<file path="src/rtl/unified_mem_arbiter_pkg.sv">
// -----------------------------------------------------------------------------
// unified_mem_arbiter_pkg
// Shared definitions for the unified memory arbiter:
//   - default SRAM-port widths (address, data, byte enables)
//   - FSM state encoding (IDLE, DATA, INST, RESP as 2-bit codes)
//   - position of the bus stall source in the core's stall-request vector
//   - helper decode: states in which the memory port is busy
// -----------------------------------------------------------------------------
package unified_mem_arbiter_pkg;

    localparam int UMA_ADDR_W = 32;
    localparam int UMA_DATA_W = 32;
    localparam int UMA_WEN_W  = UMA_DATA_W / 8;

    localparam logic [1:0] UMA_IDLE = 2'd0;
    localparam logic [1:0] UMA_DATA = 2'd1;
    localparam logic [1:0] UMA_INST = 2'd2;
    localparam logic [1:0] UMA_RESP = 2'd3;

    typedef enum logic [1:0] {
        ST_IDLE = UMA_IDLE,
        ST_DATA = UMA_DATA,
        ST_INST = UMA_INST,
        ST_RESP = UMA_RESP
    } uma_state_t;

    // Bit of the core stall controller's request vector fed by stallreq_bus.
    localparam int UMA_STALL_BUS_BIT = 4;

    // The memory port is owned (and the core frozen) only in DATA and INST.
    function automatic logic uma_is_busy(input uma_state_t s);
        return (s == ST_DATA) || (s == ST_INST);
    endfunction

endpackage

</file>
<file path="src/rtl/unified_mem_arbiter_fetch_buf.sv">
// -----------------------------------------------------------------------------
// uma_fetch_buf
// One-entry instruction fetch buffer used when UMA_IFETCH_BUF_EN is defined.
// Holds the address/data of the most recent fetch that completed on memory.
// Ports:
//   i_clk, i_rst_n        clock, asynchronous active-low reset (clears valid)
//   i_lookup_en/addr      fetch being captured this cycle
//   i_inv_en/word         data write being captured this cycle (word address)
//   i_fill_en/addr/data   fetch completing on memory this cycle
//   o_hit, o_data         lookup hits the buffer; buffered instruction word
// -----------------------------------------------------------------------------
module uma_fetch_buf
    import unified_mem_arbiter_pkg::*;
#(
    parameter int ADDR_WIDTH = UMA_ADDR_W,
    parameter int DATA_WIDTH = UMA_DATA_W
) (
    input  logic                    i_clk,
    input  logic                    i_rst_n,
    input  logic                    i_lookup_en,
    input  logic [ADDR_WIDTH-1:0]   i_lookup_addr,
    input  logic                    i_inv_en,
    input  logic [ADDR_WIDTH-3:0]   i_inv_word,
    input  logic                    i_fill_en,
    input  logic [ADDR_WIDTH-1:0]   i_fill_addr,
    input  logic [DATA_WIDTH-1:0]   i_fill_data,
    output logic                    o_hit,
    output logic [DATA_WIDTH-1:0]   o_data
);

    logic                  r_valid;
    logic [ADDR_WIDTH-1:0] r_addr;
    logic [DATA_WIDTH-1:0] r_data;
    logic                  w_inv_match;

    // A write captured together with a fetch to the same word must win: the
    // hit is suppressed so the fetch is sent to memory after the write lands.
    assign w_inv_match = i_inv_en && (i_inv_word == r_addr[ADDR_WIDTH-1:2]);
    assign o_hit       = i_lookup_en && r_valid && (i_lookup_addr == r_addr) && !w_inv_match;
    assign o_data      = r_data;

    always_ff @(posedge i_clk or negedge i_rst_n) begin
        if (!i_rst_n) begin
            r_valid <= 1'b0;
            r_addr  <= '0;
            r_data  <= '0;
        end else if (i_fill_en) begin
            r_valid <= 1'b1;
            r_addr  <= i_fill_addr;
            r_data  <= i_fill_data;
        end else if (w_inv_match) begin
            r_valid <= 1'b0;
        end
    end

endmodule

</file>
<file path="src/rtl/unified_mem_arbiter.sv">
// -----------------------------------------------------------------------------
// unified_mem_arbiter
// Merges the core's instruction-SRAM and data-SRAM ports onto one shared,
// variable-latency, single-outstanding memory port. A data access captured
// together with a fetch is issued first. stallreq_bus freezes the pipeline
// while captured accesses are on the memory port; read data is registered
// and held until the next completion of the same kind.
//
// Build option: UMA_IFETCH_BUF_EN adds a one-entry fetch buffer
// (uma_fetch_buf) that serves repeated fetches without a memory access.
//
// Ports:
//   clk, rst                      clock; asynchronous active-low reset
//   inst_sram_*                   core fetch port (wen/wdata unused)
//   data_sram_*                   core load/store port (wen==0 is a read)
//   stallreq_bus                  pipeline stall request (state decode only)
//   mem_req/wen/addr/wdata        shared memory request
//   mem_ack/rdata                 shared memory completion
//   o_dbg_state                   current FSM state
//
// Memory handshake: mem_req is high exactly while an access is in flight and
// mem_wen/addr/wdata are stable for that whole time; the access completes on
// the first rising edge where mem_ack is high (read data valid in that same
// cycle). mem_ack while mem_req is low has no effect.
// -----------------------------------------------------------------------------
module unified_mem_arbiter
    import unified_mem_arbiter_pkg::*;
#(
    parameter int ADDR_WIDTH = UMA_ADDR_W,
    parameter int DATA_WIDTH = UMA_DATA_W
) (
    input  logic                    clk,
    input  logic                    rst,
    input  logic                    inst_sram_en,
    input  logic [DATA_WIDTH/8-1:0] inst_sram_wen,
    input  logic [ADDR_WIDTH-1:0]   inst_sram_addr,
    input  logic [DATA_WIDTH-1:0]   inst_sram_wdata,
    output logic [DATA_WIDTH-1:0]   inst_sram_rdata,
    input  logic                    data_sram_en,
    input  logic [DATA_WIDTH/8-1:0] data_sram_wen,
    input  logic [ADDR_WIDTH-1:0]   data_sram_addr,
    input  logic [DATA_WIDTH-1:0]   data_sram_wdata,
    output logic [DATA_WIDTH-1:0]   data_sram_rdata,
    output logic                    stallreq_bus,
    output logic                    mem_req,
    output logic [DATA_WIDTH/8-1:0] mem_wen,
    output logic [ADDR_WIDTH-1:0]   mem_addr,
    output logic [DATA_WIDTH-1:0]   mem_wdata,
    input  logic                    mem_ack,
    input  logic [DATA_WIDTH-1:0]   mem_rdata,
    output logic [1:0]              o_dbg_state
);

    localparam int WEN_W = DATA_WIDTH / 8;

    uma_state_t            r_state;
    uma_state_t            w_state_nxt;

    logic [WEN_W-1:0]      r_d_wen;
    logic [ADDR_WIDTH-1:0] r_d_addr;
    logic [DATA_WIDTH-1:0] r_d_wdata;
    logic [ADDR_WIDTH-1:0] r_i_addr;
    logic                  r_inst_pend;
    logic [DATA_WIDTH-1:0] r_inst_rdata;
    logic [DATA_WIDTH-1:0] r_data_rdata;

    logic                  w_busy;
    logic                  w_capture;
    logic                  w_cap_data;
    logic                  w_cap_inst;
    logic                  w_fetch_mem;
    logic                  w_data_done;
    logic                  w_inst_done;
    logic                  w_buf_hit;
    logic [DATA_WIDTH-1:0] w_buf_data;
    logic                  w_unused_inst_wr;

    // Fetch port is read-only; its write-side inputs exist for symmetry.
    assign w_unused_inst_wr = ^{inst_sram_wen, inst_sram_wdata};

    assign w_busy      = uma_is_busy(r_state);
    assign w_capture   = (r_state == ST_IDLE) || (r_state == ST_RESP);
    assign w_cap_data  = w_capture && data_sram_en;
    assign w_cap_inst  = w_capture && inst_sram_en;
    assign w_fetch_mem = w_cap_inst && !w_buf_hit;
    assign w_data_done = (r_state == ST_DATA) && mem_ack;
    assign w_inst_done = (r_state == ST_INST) && mem_ack;

`ifdef UMA_IFETCH_BUF_EN
    logic w_data_wr_cap;
    assign w_data_wr_cap = w_cap_data && (data_sram_wen != '0);

    uma_fetch_buf #(
        .ADDR_WIDTH (ADDR_WIDTH),
        .DATA_WIDTH (DATA_WIDTH)
    ) u_fetch_buf (
        .i_clk         (clk),
        .i_rst_n       (rst),
        .i_lookup_en   (w_cap_inst),
        .i_lookup_addr (inst_sram_addr),
        .i_inv_en      (w_data_wr_cap),
        .i_inv_word    (data_sram_addr[ADDR_WIDTH-1:2]),
        .i_fill_en     (w_inst_done),
        .i_fill_addr   (r_i_addr),
        .i_fill_data   (mem_rdata),
        .o_hit         (w_buf_hit),
        .o_data        (w_buf_data)
    );
`else
    assign w_buf_hit  = 1'b0;
    assign w_buf_data = '0;
`endif

    // ---------------- FSM ----------------
    always_ff @(posedge clk or negedge rst) begin
        if (!rst) begin
            r_state <= ST_IDLE;
        end else begin
            r_state <= w_state_nxt;
        end
    end

    always_comb begin
        w_state_nxt = r_state;
        case (r_state)
            ST_IDLE, ST_RESP: begin
                if (data_sram_en) begin
                    w_state_nxt = ST_DATA;
                end else if (inst_sram_en) begin
                    // A buffered fetch completes at capture, without a stall.
                    w_state_nxt = w_buf_hit ? ST_RESP : ST_INST;
                end else begin
                    w_state_nxt = ST_IDLE;
                end
            end
            ST_DATA: begin
                if (mem_ack) begin
                    w_state_nxt = r_inst_pend ? ST_INST : ST_RESP;
                end
            end
            ST_INST: begin
                if (mem_ack) begin
                    w_state_nxt = ST_RESP;
                end
            end
            default: w_state_nxt = ST_IDLE;
        endcase
    end

    // ---------------- Capture and response registers ----------------
    always_ff @(posedge clk or negedge rst) begin
        if (!rst) begin
            r_d_wen      <= '0;
            r_d_addr     <= '0;
            r_d_wdata    <= '0;
            r_i_addr     <= '0;
            r_inst_pend  <= 1'b0;
            r_inst_rdata <= '0;
            r_data_rdata <= '0;
        end else begin
            if (w_cap_data) begin
                r_d_wen     <= data_sram_wen;
                r_d_addr    <= data_sram_addr;
                r_d_wdata   <= data_sram_wdata;
                r_inst_pend <= inst_sram_en && !w_buf_hit;
            end
            if (w_fetch_mem) begin
                r_i_addr <= inst_sram_addr;
            end
            if (w_cap_inst && w_buf_hit) begin
                r_inst_rdata <= w_buf_data;
            end else if (w_inst_done) begin
                r_inst_rdata <= mem_rdata;
            end
            if (w_data_done && (r_d_wen == '0)) begin
                r_data_rdata <= mem_rdata;
            end
        end
    end

    // ---------------- Outputs ----------------
    assign mem_req         = w_busy;
    assign stallreq_bus    = w_busy;
    assign inst_sram_rdata = r_inst_rdata;
    assign data_sram_rdata = r_data_rdata;
    assign o_dbg_state     = r_state;

    always_comb begin
        mem_wen   = '0;
        mem_addr  = '0;
        mem_wdata = '0;
        if (r_state == ST_DATA) begin
            mem_wen   = r_d_wen;
            mem_addr  = r_d_addr;
            mem_wdata = r_d_wdata;
        end else if (r_state == ST_INST) begin
            mem_addr  = r_i_addr;
        end
    end

endmodule
</file>
<file path="config.mk">
export PLATFORM = sky130hd
export DESIGN_NAME = unified_mem_arbiter
export DESIGN_NICKNAME = d
export VERILOG_FILES = /design/src/rtl/unified_mem_arbiter_pkg.sv /design/src/rtl/unified_mem_arbiter_fetch_buf.sv /design/src/rtl/unified_mem_arbiter.sv
export SDC_FILE = /design/constraint.sdc
export NUM_CORES = 1
export LEC_CHECK = 0
export CORE_ASPECT_RATIO = 0.6
export CORE_MARGIN = 2
export CORE_UTILIZATION = 42
export CTS_CLUSTER_SIZE = 40
export DETAILED_ROUTE_END_ITERATION = 12
export PLACE_DENSITY_LB_ADDON = 0.25
export SLEW_MARGIN = 10
export SYNTH_ARGS = -nofsm -noshare
export SYNTH_HDL_FRONTEND = slang
export SYNTH_HIERARCHICAL = 1
export SYNTH_SLANG_ARGS = --single-unit
</file>
<file path="constraint.sdc">
create_clock -name clk -period 2.4 [get_ports clk]
set_input_delay 0.48 -clock clk [delete_from_list [all_inputs] [get_ports clk]]
set_output_delay 0.48 -clock clk [all_outputs]
set_load 0.03 [all_outputs]
</file>
# After elaboration in Yosys (flattened, before gate mapping)
# Cells that the tools add are included.
[totals]
register_bits = 167
in_bits = 173
[op_classes]
eq_ne = 5
mux = 10
reduce_logical = 11
[ops]
columns = ["cell", "count"]
rows = [
  ["2-to-1 mux 32 bit", 3],
  ["2-to-1 mux 2 bit", 4],
  ["case mux 2 bit (3 select lines)", 1],
  ["logical AND 1 bit", 5],
  ["== test 2 bit, second input constant", 2],
  ["logical NOT 4 bit", 1],
  ["2-to-1 mux 4 bit", 1],
  ["inequality test 2 bit, second input constant", 2],
  ["== test 2 x 1 -> 1 bit, second input constant", 1],
  ["logical NOT 2 bit", 1],
  ["logical OR 1 bit", 2],
  ["AND reduction 2 bit", 1],
  ["OR reduction 2 bit", 1],
  ["2-to-1 mux 1 bit", 1],
]

# Depth between registers and ports, before layout
# Gate-level depths: netlist of run 1.
[depth]
word_depth = 3
mapped_depth = 6
depth_no_buf = 5

# Least setup slack after synthesis of run 1
# No wires, ideal clock.
[synth_path]
path_kind = "flip-flop to output port"
startpoint = "register r_state[1] (netlist: o_dbg_state[1])"
endpoint = "output mem_addr[30]"
arrival_time_ns = 1.884
required_ns = 1.920
setup_slack_ns = 0.036
stages_incl_launch_ff = 6
path_cell_list = "dfrtp_1 inv_1 ha_1 clkbuf_1 clkbuf_1 o21ai_0"
[synth_via]
elab_chain_cells = 3
elab_cells_between_ends = 4
[synth_lines]
columns = ["element", "line", "source"]
rows = [
  ["start, declared", "unified_mem_arbiter.sv:56", "uma_state_t r_state;"],
  ["start signal, assigned", "unified_mem_arbiter.sv:119", "r_state <= w_state_nxt;"],
  ["== test 2 bit", "unified_mem_arbiter.sv:196", "end else if (r_state == ST_INST) begin"],
  ["2-to-1 mux 32 bit", "unified_mem_arbiter.sv:196", ""],
  ["2-to-1 mux 32 bit *", "unified_mem_arbiter.sv:192", "if (r_state == ST_DATA) begin"],
  ["end, declared", "unified_mem_arbiter.sv:47", "output logic [ADDR_WIDTH-1:0] mem_addr,"],
]
# Mark *: on every way between the ends. The rest lies on a longest branch, timed or not.

# Worst setup path in the final report of run 1
[layout_path]
startpoint = "register r_state[0] (netlist: o_dbg_state[0])"
endpoint = "output mem_addr[11]"
# Same word-level chain as after synthesis.

==> run_summary.xml, run 1 <==
<?xml version="1.0" encoding="UTF-8"?>
<metrics>
  <group name="yosys">
    <metric name="synth_top_cells_by_area" unit="">sky130_fd_sc_hd__dfrtp_1 (60%), sky130_fd_sc_hd__mux2_2 (22%), sky130_fd_sc_hd__mux2_4 (6.5%), sky130_fd_sc_hd__a22o_1 (3.9%), sky130_fd_sc_hd__and2_1 (3.2%)</metric>
    <metric name="synth-async-reset-ratio" unit="%">100.0</metric>
    <metric name="synthDistinctLibCells" unit="">20</metric>
    <metric name="synth-seq-cells" unit="">167</metric>
    <metric name="synth.cell_area" unit="um2">6962</metric>
    <metric name="synth-seq-area-share" unit="%">60.03</metric>
    <metric name="netlist.top_cell.by_area" unit="">sky130_fd_sc_hd__dfrtp_1</metric>
    <metric name="syn_area_per_cell" unit="um2">15.47</metric>
    <metric name="ys.warnings.count" unit="">6</metric>
    <metric name="synth_cells" unit="">450</metric>
    <metric name="net_count_of_the_mapped_netlist" unit="">626</metric>
    <metric name="synth_ff_type" unit="">sky130_fd_sc_hd__dfrtp_1</metric>
    <metric name="synth_enable_flop_cells" unit="">0</metric>
    <metric name="synth_largest_type_area_fraction" unit="%">60.03</metric>
  </group>
  <group name="grt">
    <metric name="grt_util_all_layers" unit="%">20.80</metric>
    <metric name="first_global_vias" unit="">5034</metric>
    <metric name="initial_antenna_violation_count" unit="">0</metric>
    <metric name="grt.overflow.total" unit="">0</metric>
    <metric name="wire_length_of_the_first_global_routing_pass" unit="mm">28.19</metric>
    <metric name="grt_max_degree" unit="">53</metric>
  </group>
  <group name="drt">
    <metric name="avgRoutedWirePerCell" unit="um">18.90</metric>
    <metric name="first_iter_violations" unit="">196</metric>
    <metric name="post_drt_via_cell_ratio" unit="">4.979</metric>
    <metric name="wl" unit="mm">18.05</metric>
    <metric name="via_count" unit="">4755</metric>
    <metric name="post-route-drc-count" unit="">0</metric>
    <metric name="drtAntennaViolNets" unit="">0</metric>
    <metric name="drt_pass1_iterations" unit="">4</metric>
  </group>
  <group name="worst_setup_path">
    <metric name="cell_depth_of_the_worst_flop_to_flop_path" unit="">5</metric>
    <metric name="critical_path_arrival" unit="ns">1.87</metric>
    <metric name="startpoint_class" unit="">flop</metric>
    <metric name="r2r_start" unit="">o_dbg_state[0]</metric>
    <metric name="cp-startpoint" unit="">o_dbg_state[0]</metric>
    <metric name="worstPathRequired" unit="ns">1.92</metric>
    <metric name="timing.critical_path.fanout_max" unit="">11</metric>
    <metric name="critPathKind" unit="">flop to output port</metric>
    <metric name="critPathCaptureType" unit="">output port</metric>
  </group>
  <group name="power">
    <metric name="peakVddDrop" unit="mV">0.8211</metric>
    <metric name="clockPowerShare" unit="%">17.0</metric>
    <metric name="p_int" unit="mW">9.795</metric>
    <metric name="net_switching_power" unit="mW">6.010</metric>
    <metric name="power.combinational.fraction" unit="%">52.1</metric>
    <metric name="power_per_cell_area" unit="nW/um2">1482</metric>
    <metric name="power_frac_seq" unit="%">30.9</metric>
    <metric name="switching_portion_of_total_power" unit="%">38.03</metric>
    <metric name="static-leakage-power" unit="nW">4.834</metric>
  </group>
  <group name="cts">
    <metric name="clock_tree.htree_level_count" unit="">4</metric>
    <metric name="cts_root_buffer" unit="">sky130_fd_sc_hd__clkbuf_16</metric>
    <metric name="cts_buffers" unit="">17</metric>
    <metric name="ctsLongestPathBuffers" unit="">2</metric>
    <metric name="insertion_delay" unit="ns">0.42</metric>
    <metric name="clock_sinks" unit="">167</metric>
    <metric name="cts_tree" unit="">done</metric>
    <metric name="clkSlewWorstSetupHoldPaths" unit="ns">0.07</metric>
  </group>
  <group name="timing">
    <metric name="relSlewSlack" unit="%">66.87</metric>
    <metric name="post-route-min-period" unit="ns">2.349</metric>
    <metric name="setup_viol" unit="">0</metric>
    <metric name="fmax" unit="MHz">425.8</metric>
    <metric name="timing.final.max_slew_violations" unit="">0</metric>
    <metric name="worst_case_clock_skew" unit="ns">0.01173</metric>
    <metric name="totalNegativeSetupSlack" unit="ns">0</metric>
    <metric name="grt_setup_unrepaired" unit="">true</metric>
    <metric name="final_hold_viol_count" unit="">0</metric>
    <metric name="timing_worst_slew_pin_value" unit="ns">0.4969</metric>
    <metric name="final_min_period_over_clock_period" unit="%">97.86</metric>
    <metric name="setup_slack" unit="ns">0.05147</metric>
  </group>
  <group name="placement">
    <metric name="gp_congestion" unit="">0.8189</metric>
    <metric name="dp_slack" unit="ns">0.09969</metric>
    <metric name="hpwlAfterDp" unit="mm">12.90</metric>
    <metric name="io_buffers" unit="">272</metric>
  </group>
  <group name="hold_path">
    <metric name="worst_hold_path.num_cells" unit="">1</metric>
    <metric name="worstHoldPathType" unit="">flop to flop</metric>
    <metric name="worst_hold_startpoint" unit="">r_d_wdata[5]</metric>
  </group>
  <group name="finish">
    <metric name="layout.filler_cells" unit="">1219</metric>
    <metric name="flow.area_growth_from_synthesis" unit="%">53.22</metric>
    <metric name="antenna_cells_inserted" unit="">0</metric>
    <metric name="finish.net_count" unit="">910</metric>
    <metric name="drive_above_1_share" unit="%">39.68</metric>
  </group>
  <group name="flow_run">
    <metric name="timing.max_cap.violations" unit="">0</metric>
  </group>
  <group name="outcome">
    <metric name="run_status" unit="">completed</metric>
  </group>
  <group name="floorplanning">
    <metric name="chipHeight" unit="um">103.7</metric>
    <metric name="design.die.area" unit="um2">17660</metric>
    <metric name="io_pins" unit="">309</metric>
    <metric name="initial_utilization" unit="%">42.93</metric>
    <metric name="core_area" unit="um2">16220</metric>
    <metric name="die-width" unit="um">170.2</metric>
    <metric name="row_count" unit="">36</metric>
  </group>
</metrics>
## synth_stat cells (3+ instances only)
cell type / count
sky130_fd_sc_hd__buf_2: 13
sky130_fd_sc_hd__a22o_1: 31
sky130_fd_sc_hd__mux2_2: 135
sky130_fd_sc_hd__dfrtp_1: 167
sky130_fd_sc_hd__and2_1: 36
sky130_fd_sc_hd__nand2_1: 5
sky130_fd_sc_hd__inv_1: 3
sky130_fd_sc_hd__clkbuf_1: 11
sky130_fd_sc_hd__ha_1: 3
sky130_fd_sc_hd__buf_6: 3
sky130_fd_sc_hd__mux2_4: 30
## metal layers
layer | global-route usage (%) | up-vias | share of wire [%]
met2 | 33.25 | 174 | 47
met4 | 6.777 | 0 | 1.5
met3 | 8.292 | 22 | 9.0
met1 | 25.82 | 2406 | 42
li1 | - | 2153 | -
met5 | 0 | - | 0
## per-stage QoR
stage                     instances  util [%]  power [mW]  cell area (um2)  hold WS (ns)
after floorplan                 450         -       9.645             6962        0.1844
after global placement          919     61.34       12.65             9947        0.4447
after detailed placement        919     61.34       12.92             9947        0.4569
after CTS                       951     64.99       15.61            10540        0.5011
after global routing            955     65.78       16.61            10670        0.5106
final                           955     65.78       15.80            10670        0.4982
## flip-flops by register name, indices dropped and copies added, names as in the netlist
signal,cells
r_d_wen,4
inst_sram_rdata,32
r_inst_pend,1
data_sram_rdata,32
r_d_wdata,32
o_dbg_state,2
r_i_addr,32
r_d_addr,32
## timing repair
action / 4_1_cts / 5_1_grt
endpoints found under the hold margin: 2 / 0
hold buffers: 1 / 0
gates resized for setup: 28 / 46
gates cloned: 0 / 1
setup buffers: 0 / 3
setup endpoints to repair: 33 / 67
## area by class of cell
type	instances	area, um2	share of cell area (%)
clock buffers	17	425.4	3.988
well taps	209	261.5	2.452
clock inverters	14	148.9	1.396
inverters	3	11.26	0.1056
flip-flops and latches	167	4179	39.18
multi-input cells	252	2691	25.23
repair buffers	293	2949	27.65
## path summary, 6_finish.rpt
kind | slack (ns) | endpoint
worst max-delay path | 0.05 | mem_addr[11]
worst min-delay path | 0.50 | r_d_wdata[5]
worst max register to register | 0.72 | data_sram_rdata[31]
worst min register to register | 0.50 | r_d_wdata[5]
max in group asynchronous | 1.08 | r_i_addr[21]
min in group asynchronous | 0.56 | data_sram_rdata[27]
## worst max-delay path, stage by stage, from the launching register on
cell                      delay [ns]
sky130_fd_sc_hd__dfrtp_1        0.40
sky130_fd_sc_hd__buf_4          0.15
sky130_fd_sc_hd__ha_4           0.17
sky130_fd_sc_hd__nor2b_4        0.15
sky130_fd_sc_hd__buf_4          0.14
sky130_fd_sc_hd__buf_12         0.13
sky130_fd_sc_hd__a22o_1         0.17
sky130_fd_sc_hd__buf_6          0.14
## cells by family after synthesis
kind of cell	synth area share, %
buffers and inverters	2.282
flip-flops	60.03
AND/OR/NAND/NOR	4.511
AO/OA/AOI/OAI	4.331
adder cells (fa/ha/maj)	0.5392
multiplexers	28.31
## power by group through the flow
stage | logic (mW) | registers [mW] | clock network, mW
2_1_floorplan | 4.06 | 5.59 | 0
3_3_place_gp | 7.86 | 4.79 | 0
3_5_place_dp | 8.02 | 4.90 | 0
4_1_cts | 8.00 | 4.86 | 2.75
5_1_grt | 8.69 | 5.04 | 2.88
6_report | 8.24 | 4.88 | 2.69
## cells in the final DEF (no fill, tap or decap)
cell type                         synthesis  final
sky130_fd_sc_hd__a22o_1                  31     27
sky130_fd_sc_hd__a22o_4                   0      4
sky130_fd_sc_hd__a31oi_1                  2      2
sky130_fd_sc_hd__and2_1                  36     36
sky130_fd_sc_hd__buf_12                   0     14
sky130_fd_sc_hd__buf_2                   13      8
sky130_fd_sc_hd__buf_4                    1     47
sky130_fd_sc_hd__buf_6                    3     17
sky130_fd_sc_hd__buf_8                    0      1
sky130_fd_sc_hd__bufinv_16                0      2
sky130_fd_sc_hd__clkbuf_16                0     18
sky130_fd_sc_hd__clkbuf_2                 0      1
sky130_fd_sc_hd__clkdlybuf4s50_1          0    201
sky130_fd_sc_hd__clkinv_2                 0      4
sky130_fd_sc_hd__clkinv_4                 0      1
sky130_fd_sc_hd__clkinvlp_4               0      3
sky130_fd_sc_hd__dfrtp_1                167    167
sky130_fd_sc_hd__dlygate4sd2_1            0      2
sky130_fd_sc_hd__dlygate4sd3_1            0      1
sky130_fd_sc_hd__ha_1                     3      1
sky130_fd_sc_hd__ha_2                     0      1
sky130_fd_sc_hd__ha_4                     0      1
sky130_fd_sc_hd__inv_1                    3      3
sky130_fd_sc_hd__inv_6                    0      3
sky130_fd_sc_hd__inv_8                    0      1
sky130_fd_sc_hd__mux2_2                 135    135
sky130_fd_sc_hd__mux2_4                  30     30
sky130_fd_sc_hd__nand2_1                  5      3
sky130_fd_sc_hd__nand2_2                  0      1
sky130_fd_sc_hd__nand2_4                  0      1
sky130_fd_sc_hd__nand2b_1                 1      1
sky130_fd_sc_hd__nand3b_4                 1      1
sky130_fd_sc_hd__nor2_1                   2      2
sky130_fd_sc_hd__nor2b_1                  2      1
sky130_fd_sc_hd__nor2b_4                  0      1
sky130_fd_sc_hd__nor4b_4                  1      1
sky130_fd_sc_hd__o21ai_0                  2      2
sky130_fd_sc_hd__o21bai_1                 1      1
(Power assumes the default switching activity.)
==> run 2, diff against run 1 <==
RECOVER_POWER = 50   (was unset)
==> run_summary.xml, run 2 (synthesis results as in run 1) <==
<?xml version="1.0" encoding="UTF-8"?>
<metrics>
  <group name="outcome">
    <metric name="run_status" unit="">completed</metric>
  </group>
  <group name="finish">
    <metric name="layout.filler_cells" unit="">1227</metric>
    <metric name="final_cell_mix" unit="">sky130_fd_sc_hd__clkdlybuf4s50_1 (201), sky130_fd_sc_hd__dfrtp_1 (167), sky130_fd_sc_hd__mux2_2 (135), sky130_fd_sc_hd__buf_4 (43), sky130_fd_sc_hd__and2_1 (36)</metric>
    <metric name="drive_above_1_share" unit="%">39.01</metric>
    <metric name="flow.area_growth_from_synthesis" unit="%">52.30</metric>
    <metric name="area.sequential" unit="um2">4179</metric>
    <metric name="number_of_standard_cells_in_the_final_layout_excluding_fillers" unit="">955</metric>
    <metric name="most_frequent_standard_cell_in_the_layout_excluding_fill_and_tap_cells" unit="">sky130_fd_sc_hd__clkdlybuf4s50_1</metric>
    <metric name="antenna_cells_inserted" unit="">0</metric>
    <metric name="final_design_area_no_fill" unit="um2">10600</metric>
    <metric name="multiInputGateArea" unit="um2">2681</metric>
    <metric name="finish.net_count" unit="">910</metric>
    <metric name="utilization" unit="%">65.39</metric>
  </group>
  <group name="drt">
    <metric name="wl" unit="mm">18.00</metric>
    <metric name="drt_pass1_iterations" unit="">4</metric>
    <metric name="post-route-drc-count" unit="">0</metric>
    <metric name="avgRoutedWirePerCell" unit="um">18.84</metric>
    <metric name="drtAntennaViolNets" unit="">0</metric>
    <metric name="post_drt_via_cell_ratio" unit="">4.957</metric>
    <metric name="via_count" unit="">4734</metric>
    <metric name="first_iter_violations" unit="">212</metric>
  </group>
  <group name="worst_setup_path">
    <metric name="worstPathRequired" unit="ns">1.92</metric>
    <metric name="cp_slowest_cell" unit="">sky130_fd_sc_hd__dfrtp_1</metric>
    <metric name="worst_path_largest_cell_delay" unit="ns">0.39</metric>
    <metric name="critical_path.n_buffers_inverters" unit="">4</metric>
    <metric name="startpoint_class" unit="">flop</metric>
    <metric name="timing.critical_path.fanout_max" unit="">11</metric>
    <metric name="ff2ff_setup_slack" unit="ns">0.30</metric>
    <metric name="critPathCaptureType" unit="">output port</metric>
    <metric name="path_cells" unit="">clkbuf_1 &gt; ha_4 &gt; nor2b_4 &gt; buf_4 &gt; buf_12 &gt; a22o_1 &gt; buf_6</metric>
    <metric name="critical_path_arrival" unit="ns">1.86</metric>
    <metric name="critical-path-top-delay-family" unit="">buffers and inverters</metric>
    <metric name="critPathKind" unit="">flop to output port</metric>
  </group>
  <group name="cts">
    <metric name="insertion_delay" unit="ns">0.42</metric>
    <metric name="clock_sinks" unit="">167</metric>
    <metric name="clkSlewWorstSetupHoldPaths" unit="ns">0.06</metric>
    <metric name="clock_tree.htree_level_count" unit="">4</metric>
    <metric name="cts_buffers" unit="">17</metric>
    <metric name="cts_tree" unit="">done</metric>
    <metric name="ctsLongestPathBuffers" unit="">2</metric>
    <metric name="cts_root_buffer" unit="">sky130_fd_sc_hd__clkbuf_16</metric>
  </group>
  <group name="placement">
    <metric name="post-place-cells" unit="">919</metric>
    <metric name="placed_cell_area" unit="um2">9947</metric>
    <metric name="hpwlAfterDp" unit="mm">12.90</metric>
    <metric name="gp_congestion" unit="">0.8189</metric>
    <metric name="io_buffers" unit="">272</metric>
  </group>
  <group name="floorplanning">
    <metric name="chipHeight" unit="um">103.7</metric>
    <metric name="initial_utilization" unit="%">42.93</metric>
    <metric name="die-width" unit="um">170.2</metric>
    <metric name="core_area" unit="um2">16220</metric>
    <metric name="row_count" unit="">36</metric>
    <metric name="io_pins" unit="">309</metric>
    <metric name="design.die.area" unit="um2">17660</metric>
  </group>
  <group name="grt">
    <metric name="grt.overflow.total" unit="">0</metric>
    <metric name="grt_util_all_layers" unit="%">20.80</metric>
    <metric name="initial_antenna_violation_count" unit="">0</metric>
    <metric name="wire_length_of_the_first_global_routing_pass" unit="mm">28.19</metric>
    <metric name="first_global_vias" unit="">5034</metric>
    <metric name="grt_max_degree" unit="">53</metric>
  </group>
  <group name="timing">
    <metric name="setup_viol" unit="">0</metric>
    <metric name="timing_worst_slew_pin_value" unit="ns">1.305</metric>
    <metric name="timing.final.max_slew_violations" unit="">0</metric>
    <metric name="post-route-min-period" unit="ns">2.339</metric>
    <metric name="final_min_period_over_clock_period" unit="%">97.47</metric>
    <metric name="fmax" unit="MHz">427.5</metric>
    <metric name="grt_setup_unrepaired" unit="">true</metric>
    <metric name="final_hold_viol_count" unit="">0</metric>
    <metric name="relSlewSlack" unit="%">13.01</metric>
    <metric name="worst_case_clock_skew" unit="ns">0.01122</metric>
    <metric name="timing.hold.ws" unit="ns">0.4972</metric>
  </group>
  <group name="hold_path">
    <metric name="worstHoldPathType" unit="">flop to flop</metric>
  </group>
  <group name="flow_run">
    <metric name="timing.max_cap.violations" unit="">0</metric>
  </group>
  <group name="power">
    <metric name="power_per_cell_area" unit="nW/um2">1481</metric>
    <metric name="peakVddDrop" unit="mV">0.8176</metric>
    <metric name="report.power.total" unit="mW">15.71</metric>
    <metric name="static-leakage-power" unit="nW">4.801</metric>
  </group>
</metrics>
==> run 2: changes by cell type in the layout (fill, tap and decap cells not counted), sizes merged <==
cell	delta
buf	-7
clkbuf	+7
==> run 2: stage by stage <==
stage | setup TNS (ns) | setup WS, ns
4_1_cts | -1.329 | -0.08390
5_1_grt | -0.2316 | -0.02623
6_report | 0 | 0.06066
3_5_place_dp | 0 | 0.09969
3_3_place_gp | 0 | 0.1219
2_1_floorplan | 0 | 0.03564
==> run 2: power breakdown <==
part / internal [mW] / switching [mW] / leakage [nW] / total, mW
Clock: 1.54 / 1.15 / 0.278 / 2.69
Combinational: 4.03 / 4.11 / 2.51 / 8.14
Sequential: 4.16 / 0.721 / 2.01 / 4.88
==> run 2: cell type report <==
class | instances | share of cell area, %
sequential | 167 | 39.41
tap | 209 | 2.466
multi-input combinational | 252 | 25.29
timing repair buffer | 293 | 27.31
inverter | 3 | 0.1062
clock buffer | 17 | 4.012
clock inverter | 14 | 1.404
==> run 2: final timing paths <==
path                       cells after the start                  end           start
setup / recovery                               7         mem_addr[11]  o_dbg_state[0]
hold / removal                                 1        r_d_wdata[25]   r_d_wdata[25]
setup reg to reg                               5         r_d_addr[10]  o_dbg_state[0]
hold reg to reg                                1        r_d_wdata[25]   r_d_wdata[25]
max in group asynchronous                      3         r_i_addr[21]             rst
min in group asynchronous                      2  data_sram_rdata[27]             rst
==> run 2: metal layers <==
layer  wire, um  vias to the layer above  track usage, %
li1           -                     2154               -
met1       7609                     2390           25.82
met2       8496                      168           33.25
met3       1623                       22           8.292
met4        267                        0           6.777
met5          0                        -               0
==> run 2: timing repair <==
action | 4_1_cts | 5_1_grt
resized for setup | 28 | 46
hold buffers | 1 | 0
endpoints found under the hold margin | 2 | 0
cloned | 0 | 1
setup buffers | 0 | 3
setup endpoints to repair | 33 | 67
==> run 3, diff against run 2 <==
CTS_CLUSTER_SIZE = 25   (was 40)
==> results of run 3 <==
No change in the layout: final DEF, timing and power equal those of run 2.
